--- src/rtl/mem_stage.sv ---
// -----------------------------------------------------------------------------
// mem_stage
//   Memory-access pipeline stage. It latches one instruction from EXE and
//   extracts and extends load data from the synchronous data SRAM. It hands
//   the result to WB and publishes a hazard/forwarding bundle back to ID.
//
//   The SRAM returns read data exactly one cycle after EXE issues the request.
//   That is the first cycle the instruction sits in MEM. If WB stalls MEM, the
//   first-cycle data is held in a local buffer. Later SRAM traffic cannot then
//   corrupt the load result.
//
// Ports
//   clk, resetn          clock, synchronous active-low reset
//   es2ms_valid          EXE offers an instruction
//   ms_allowin           MEM can accept this cycle
//   es_pc                instruction PC
//   es_ld_op             one-hot {ld_b, ld_bu, ld_h, ld_hu, ld_w}
//   es_res_from_mem      writeback value comes from memory
//   es_rf_we             register write enable
//   es_rf_waddr          destination register
//   es_alu_result        ALU result, or byte address for loads
//   es_ex_zip            upstream exception bits
//   es_ale               EXE address-misalign flag
//   data_sram_rdata      SRAM read data (valid the cycle after the request)
//   ws_allowin           WB can accept
//   wb_ex                flush from WB
//   ms2ws_valid          MEM offers an instruction to WB
//   ms_pc                PC of the instruction in MEM
//   ms_rf_we             gated register write enable
//   ms_rf_waddr          destination register
//   ms_rf_wdata          writeback data
//   ms_ex_zip            {es_ex_zip, es_ale} as captured
//   ms_ex                MEM holds an excepting instruction
//   ms_rf_zip            {res_from_mem, rf_we, rf_waddr, rf_wdata} for ID
// -----------------------------------------------------------------------------
module mem_stage #(
  parameter int EX_W = 84
) (
  input  logic            clk,
  input  logic            resetn,
  input  logic            es2ms_valid,
  output logic            ms_allowin,
  input  logic [31:0]     es_pc,
  input  logic [4:0]      es_ld_op,
  input  logic            es_res_from_mem,
  input  logic            es_rf_we,
  input  logic [4:0]      es_rf_waddr,
  input  logic [31:0]     es_alu_result,
  input  logic [EX_W-1:0] es_ex_zip,
  input  logic            es_ale,
  input  logic [31:0]     data_sram_rdata,
  input  logic            ws_allowin,
  input  logic            wb_ex,
  output logic            ms2ws_valid,
  output logic [31:0]     ms_pc,
  output logic            ms_rf_we,
  output logic [4:0]      ms_rf_waddr,
  output logic [31:0]     ms_rf_wdata,
  output logic [EX_W:0]   ms_ex_zip,
  output logic            ms_ex,
  output logic [38:0]     ms_rf_zip
);

  // Bit positions inside the one-hot load opcode.
  localparam int LD_B  = 4;
  localparam int LD_BU = 3;
  localparam int LD_H  = 2;
  localparam int LD_HU = 1;
  localparam int LD_W  = 0;

  // Pick the addressed byte from a word.
  function automatic logic [7:0] byte_sel(input logic [31:0] w, input logic [1:0] a);
    logic [7:0] b;
    case (a)
      2'd0:    b = w[7:0];
      2'd1:    b = w[15:8];
      2'd2:    b = w[23:16];
      default: b = w[31:24];
    endcase
    return b;
  endfunction

  // Pick the addressed half-word from a word.
  function automatic logic [15:0] half_sel(input logic [31:0] w, input logic a1);
    return a1 ? w[31:16] : w[15:0];
  endfunction

  // Extract the addressed field and sign- or zero-extend it to 32 bits.
  function automatic logic [31:0] load_ext(input logic [31:0] w, input logic [1:0] a,
                                           input logic [4:0] op);
    logic signed [7:0]  sb;
    logic signed [15:0] sh;
    logic [31:0]        r;
    sb = signed'(byte_sel(w, a));
    sh = signed'(half_sel(w, a[1]));
    r  = 32'd0;
    if (op[LD_B])       r = 32'(sb);
    else if (op[LD_BU]) r = {24'd0, byte_sel(w, a)};
    else if (op[LD_H])  r = 32'(sh);
    else if (op[LD_HU]) r = {16'd0, half_sel(w, a[1])};
    else if (op[LD_W])  r = w;
    return r;
  endfunction

  logic            ms_valid_q, ms_valid_d;
  logic            cap_q;
  logic [31:0]     hold_q;
  logic [31:0]     pc_q;
  logic [4:0]      ld_op_q;
  logic            res_from_mem_q;
  logic            rf_we_q;
  logic [4:0]      rf_waddr_q;
  logic [31:0]     alu_result_q;
  logic [EX_W:0]   ex_zip_q;

  logic            capture;
  logic [31:0]     ld_word;
  logic [31:0]     ld_data;
  logic            we_gated;

  // ready_go is constantly 1, so MEM drains whenever WB accepts.
  assign ms_allowin = ~ms_valid_q | ws_allowin;
  assign capture    = es2ms_valid & ms_allowin;

  // A WB flush wins over an incoming instruction.
  always_comb begin
    ms_valid_d = ms_valid_q;
    if (wb_ex)           ms_valid_d = 1'b0;
    else if (ms_allowin) ms_valid_d = es2ms_valid;
  end

  // ---- EXE -> MEM boundary ----
  always_ff @(posedge clk) begin
    if (!resetn) begin
      ms_valid_q     <= 1'b0;
      cap_q          <= 1'b0;
      hold_q         <= 32'd0;
      pc_q           <= 32'd0;
      ld_op_q        <= 5'd0;
      res_from_mem_q <= 1'b0;
      rf_we_q        <= 1'b0;
      rf_waddr_q     <= 5'd0;
      alu_result_q   <= 32'd0;
      ex_zip_q       <= '0;
    end else begin
      ms_valid_q <= ms_valid_d;
      // cap_q marks the single cycle where the SRAM output belongs to us.
      cap_q      <= capture;
      if (cap_q) hold_q <= data_sram_rdata;
      if (capture) begin
        pc_q           <= es_pc;
        ld_op_q        <= es_ld_op;
        res_from_mem_q <= es_res_from_mem;
        rf_we_q        <= es_rf_we;
        rf_waddr_q     <= es_rf_waddr;
        alu_result_q   <= es_alu_result;
        ex_zip_q       <= {es_ex_zip, es_ale};
      end
    end
  end

  // ---- MEM -> WB boundary ----
  // On the first cycle, take live SRAM data. On later stall cycles, take the buffered copy.
  assign ld_word     = cap_q ? data_sram_rdata : hold_q;
  assign ld_data     = load_ext(ld_word, alu_result_q[1:0], ld_op_q);

  assign ms2ws_valid = ms_valid_q;
  assign ms_pc       = pc_q;
  assign ms_ex_zip   = ex_zip_q;
  assign ms_ex       = ms_valid_q & (|ex_zip_q);
  assign we_gated    = ms_valid_q & rf_we_q & ~ms_ex;
  assign ms_rf_we    = we_gated;
  assign ms_rf_waddr = rf_waddr_q;
  assign ms_rf_wdata = res_from_mem_q ? ld_data : alu_result_q;
  assign ms_rf_zip   = {res_from_mem_q & ms_valid_q, we_gated, rf_waddr_q, ms_rf_wdata};

endmodule

--- config.mk ---
export PLATFORM = sky130hd
export DESIGN_NAME = mem_stage
export DESIGN_NICKNAME = d
export VERILOG_FILES = /design/src/rtl/mem_stage.sv
export SDC_FILE = /design/constraint.sdc
export NUM_CORES = 1
export LEC_CHECK = 0
export BUFFER_PORTS_ARGS = -buffer_cell sky130_fd_sc_hd__clkbuf_2
export CAP_MARGIN = 40
export CORE_AREA = 2 2 152 154
export DETAILED_ROUTE_END_ITERATION = 7
export DIE_AREA = 0 0 154 156
export PLACE_DENSITY = 0.71
export RECOVER_POWER = 50
export SLEW_MARGIN = 20
export SYNTH_ARGS = -nofsm -noshare
export SYNTH_HDL_FRONTEND = slang
export SYNTH_SLANG_ARGS = --single-unit
--- constraint.sdc ---
create_clock -name clk -period 2.49 [get_ports clk]
set_clock_uncertainty 0.15 [all_clocks]
set_input_delay 0.3735 -clock clk [delete_from_list [all_inputs] [get_ports clk]]
set_output_delay 0.3735 -clock clk [all_outputs]
set_load 0.05 [all_outputs]
==> out/qor.txt <==
Result of the run -> complete, but fails checks
Violated checks -> setup timing
Starting Density -> 39.0%
Hold/Removal Path Class -> input pin to flip-flop
FMAX -> 349 MHz
Sequential share of the synthesized area -> 44.7%
Post-DP HPWL -> 22,100 um
First-pass GRT wire length -> 46,400 um
I/O Buffers -> 394
Mean number of vias per cell -> 5.05
# IOs -> 395
Library cells used by synthesis -> 47
Most instantiated flip-flop cell in the synthesis netlist -> sky130_fd_sc_hd__dfxtp_1
Critical path depth in cells -> 7
Count of routing violations after the opening detailed-route iteration -> 496
Max-cap violations -> 0
Area Overhead vs Synth -> 47.9%
Total clock buffers created by CTS -> 17
Unrepaired setup endpoints after global routing -> true
Tcrit/Tclk final -> 115%
Final weighted congestion in routability-driven placement -> 0.913
Antenna violations before repair -> 0
Worst slew margin -> 17.3%
Clock tree from TritonCTS -> yes
Maximum count of clock buffers along a single path -> 2
Num rows -> 55
Largest incremental delay on the critical path -> 0.53 ns
Leak Pwr -> 0.00536 uW
First-pass detailed-route iteration total -> 5
Most repeated library cell on the critical path -> sky130_fd_sc_hd__buf_6
Buffer type at the clock tree root -> sky130_fd_sc_hd__clkbuf_16
Reg area -> 0.00393 mm^2
DRC viols -> 0
Clock sink count -> 195
Share of layout cells above drive strength 1 -> 32.6%
Maximum level of the CTS H-tree -> 4
Die boundary width -> 154 um
Final hold slack -> 0.0195 ns
Gr ovfl total -> 0
Clock Pin Slew Worst Setup and Hold Paths -> 0.08 ns
Worst slew pin tran -> 1.24 ns
Worst setup margin -> -0.373 ns
Final WL -> 30,800 um
Crit path capture type -> output pin
Slowest cell on the critical path -> sky130_fd_sc_hd__mux4_2
Die height -> 156 um
Count of mapped cells out of synthesis -> 1,052
Critical setup path kind -> flip-flop to output pin
Total of endpoints with negative setup slack in the final report -> 66
Footprint of the multi-input gates -> 0.00479 mm^2
Number of instances in the placed design -> 1,662
Total via count in the routed design -> 8,671
Period minus WS final -> 2.86 ns
Fraction of registers with async set/reset -> 0%
Remaining antenna violation count -> 0
Max Fanout on Critical Path -> 8
Drt wl/cell -> 17.9 um
Final Net Count -> 1,618
Number of global-route vias before repair -> 8,492
EDFF count, synth -> 0
Cell area power density -> 661 mW/mm^2
Aggregate global-route resource usage -> 24.6%
Placeable Area -> 0.0224 mm^2
Syn nets -> 1,250
Count of yosys warnings during synthesis -> 0
Endpoint required time on the critical path -> 1.97 ns
Count of cells along the worst hold path -> 3
Element type at the critical path start -> flip-flop
Worst-skew pair later-pin latency -> 0.43 ns
Synthesized area per cell -> 8.29 um^2
Area of the die -> 0.0240 mm^2
Number of synthesized register bits -> 195
CP delay by family, top -> multiplexers
Ant. Diodes -> 0
Largest net degree at the start of global routing -> 105
Fill cell count -> 2,026
Arrival time worst endpoint -> 2.34 ns
Register-to-Register Path Depth -> 5
Crit path buf inv count -> 3
Final non-filler cell total -> 1,718
Hold Violations, Final -> 0
Number of pins with negative max-slew slack in the final report -> 0
Worst vdd ir -> 0.000412 V
CP cell instances -> buf_6 -> mux2i_1 -> mux4_2 -> o21a_4 -> a21oi_4 -> buf_6 -> buf_12
Mapped cell area -> 0.00873 mm^2
path summary, 6_finish.rpt:
kind                                         to                startpoint  slack, ns
setup reg to reg  alu_result_q[23]$_SDFFE_PN0P_  ms2ws_valid$_SDFFE_PP0N_       0.14
hold reg to reg           ms_pc[3]$_SDFFE_PN0P_     ms_pc[3]$_SDFFE_PN0P_       0.31
setup / recovery                  ms_rf_zip[14]          cap_q$_SDFF_PN0_      -0.37
hold / removal      ms_rf_waddr[3]$_SDFFE_PN0P_            es_rf_waddr[3]       0.02
cells by family after synthesis:
| kind of cell | share of synthesized area, % |
|---|---|
| simple gates | 22.6 |
| compound gates | 19.9 |
| flops | 44.7 |
| buf+inv | 7.15 |
| mux | 5.62 |
layout by cell type, fill, tap and decap left out, types with 16 or more instances in the layout:
master and n:
sky130_fd_sc_hd__clkbuf_1 126, sky130_fd_sc_hd__a21oi_1 16, sky130_fd_sc_hd__nor2_1 37, sky130_fd_sc_hd__clkbuf_16 17, sky130_fd_sc_hd__dfxtp_1 183, sky130_fd_sc_hd__nand2_1 335
sky130_fd_sc_hd__and2_1 25, sky130_fd_sc_hd__buf_8 39, sky130_fd_sc_hd__clkbuf_2 201, sky130_fd_sc_hd__buf_4 36, sky130_fd_sc_hd__dlygate4sd3_1 18, sky130_fd_sc_hd__mux2_2 18
sky130_fd_sc_hd__a21boi_0 161, sky130_fd_sc_hd__buf_12 25
repair_timing:
item,in CTS,in global routing
setup endpoints to repair,67,67
hold buffers,18,0
endpoints found under the hold margin,18,0
buffers inserted,4,4
pin swaps,21,10
gates resized for setup,137,80
cloned,0,0
tightest hold or removal path, stage by stage:
cell and delay, ns:
sky130_fd_sc_hd__clkbuf_2 0.08, sky130_fd_sc_hd__nand2_1 0.04, sky130_fd_sc_hd__a21boi_0 0.06
through the flow:
stage | total power [uW] | util [%] | area [um^2] | setup slack (ns) | TNS (ns)
finish | 8530 | 57.7 | 12900 | -0.373 | -20.56
global route | 8870 | 57.7 | 12900 | -0.440 | -24.90
CTS | 8540 | 57.5 | 12900 | -0.395 | -21.03
detailed placement | 5530 | 51.1 | 11400 | -0.0481 | -0.441
global placement | 5510 | 51.1 | 11400 | 0.00995 | 0
floorplan | 4890 | - | 9040 | -0.228 | -2.32
final cells by class:
type                            instances  area share, %
Timing Repair Buffer                  462           24.9
Clock inverter                         13           1.27
Inverter                                5          0.145
Clock buffer                           19           3.43
Tap cell                              285           2.76
Multi-Input combinational cell        739           37.1
Sequential cell                       195           30.4
state kept, by name, indices dropped and copies added, names as in the netlist:
register and cells:
ms_rf_waddr 5, res_from_mem_q 1, ms2ws_valid 1, ms_pc 32
rf_we_q 1, ld_op_q 5, alu_result_q 32, cap_q 1
hold_q 32, ms_ex_zip 85
synthesized netlist by cell type, drive strengths merged (13+ instances only):
master | number | area (um^2)
nand2 | 336 | 1260
a211o | 17 | 149
nor2 | 40 | 150
a21boi | 161 | 1210
mux2 | 26 | 293
clkbuf | 53 | 199
buf | 60 | 407
dfxtp | 195 | 3900
a21oi | 23 | 115
mux2i | 13 | 130
and2 | 30 | 188
nor4 | 21 | 138
per-layer routing:
layer  part of all wire [%]  routed length (um)  global-route usage [%]
met1                     39               11900                    28.3
met2                     51               15800                    43.8
met3                    7.2                2210                    6.81
met4                    2.8                 868                    8.54
met5                      0                   0                       0
power by group:
part           leakage, uW  internal, uW  switching (uW)
combinational      0.00346           823            1430
sequential         0.00161          3290             147
clock             0.000293          1470            1370
total              0.00536          5590            2940
Note: power is estimated with default switching activity, not from simulation.
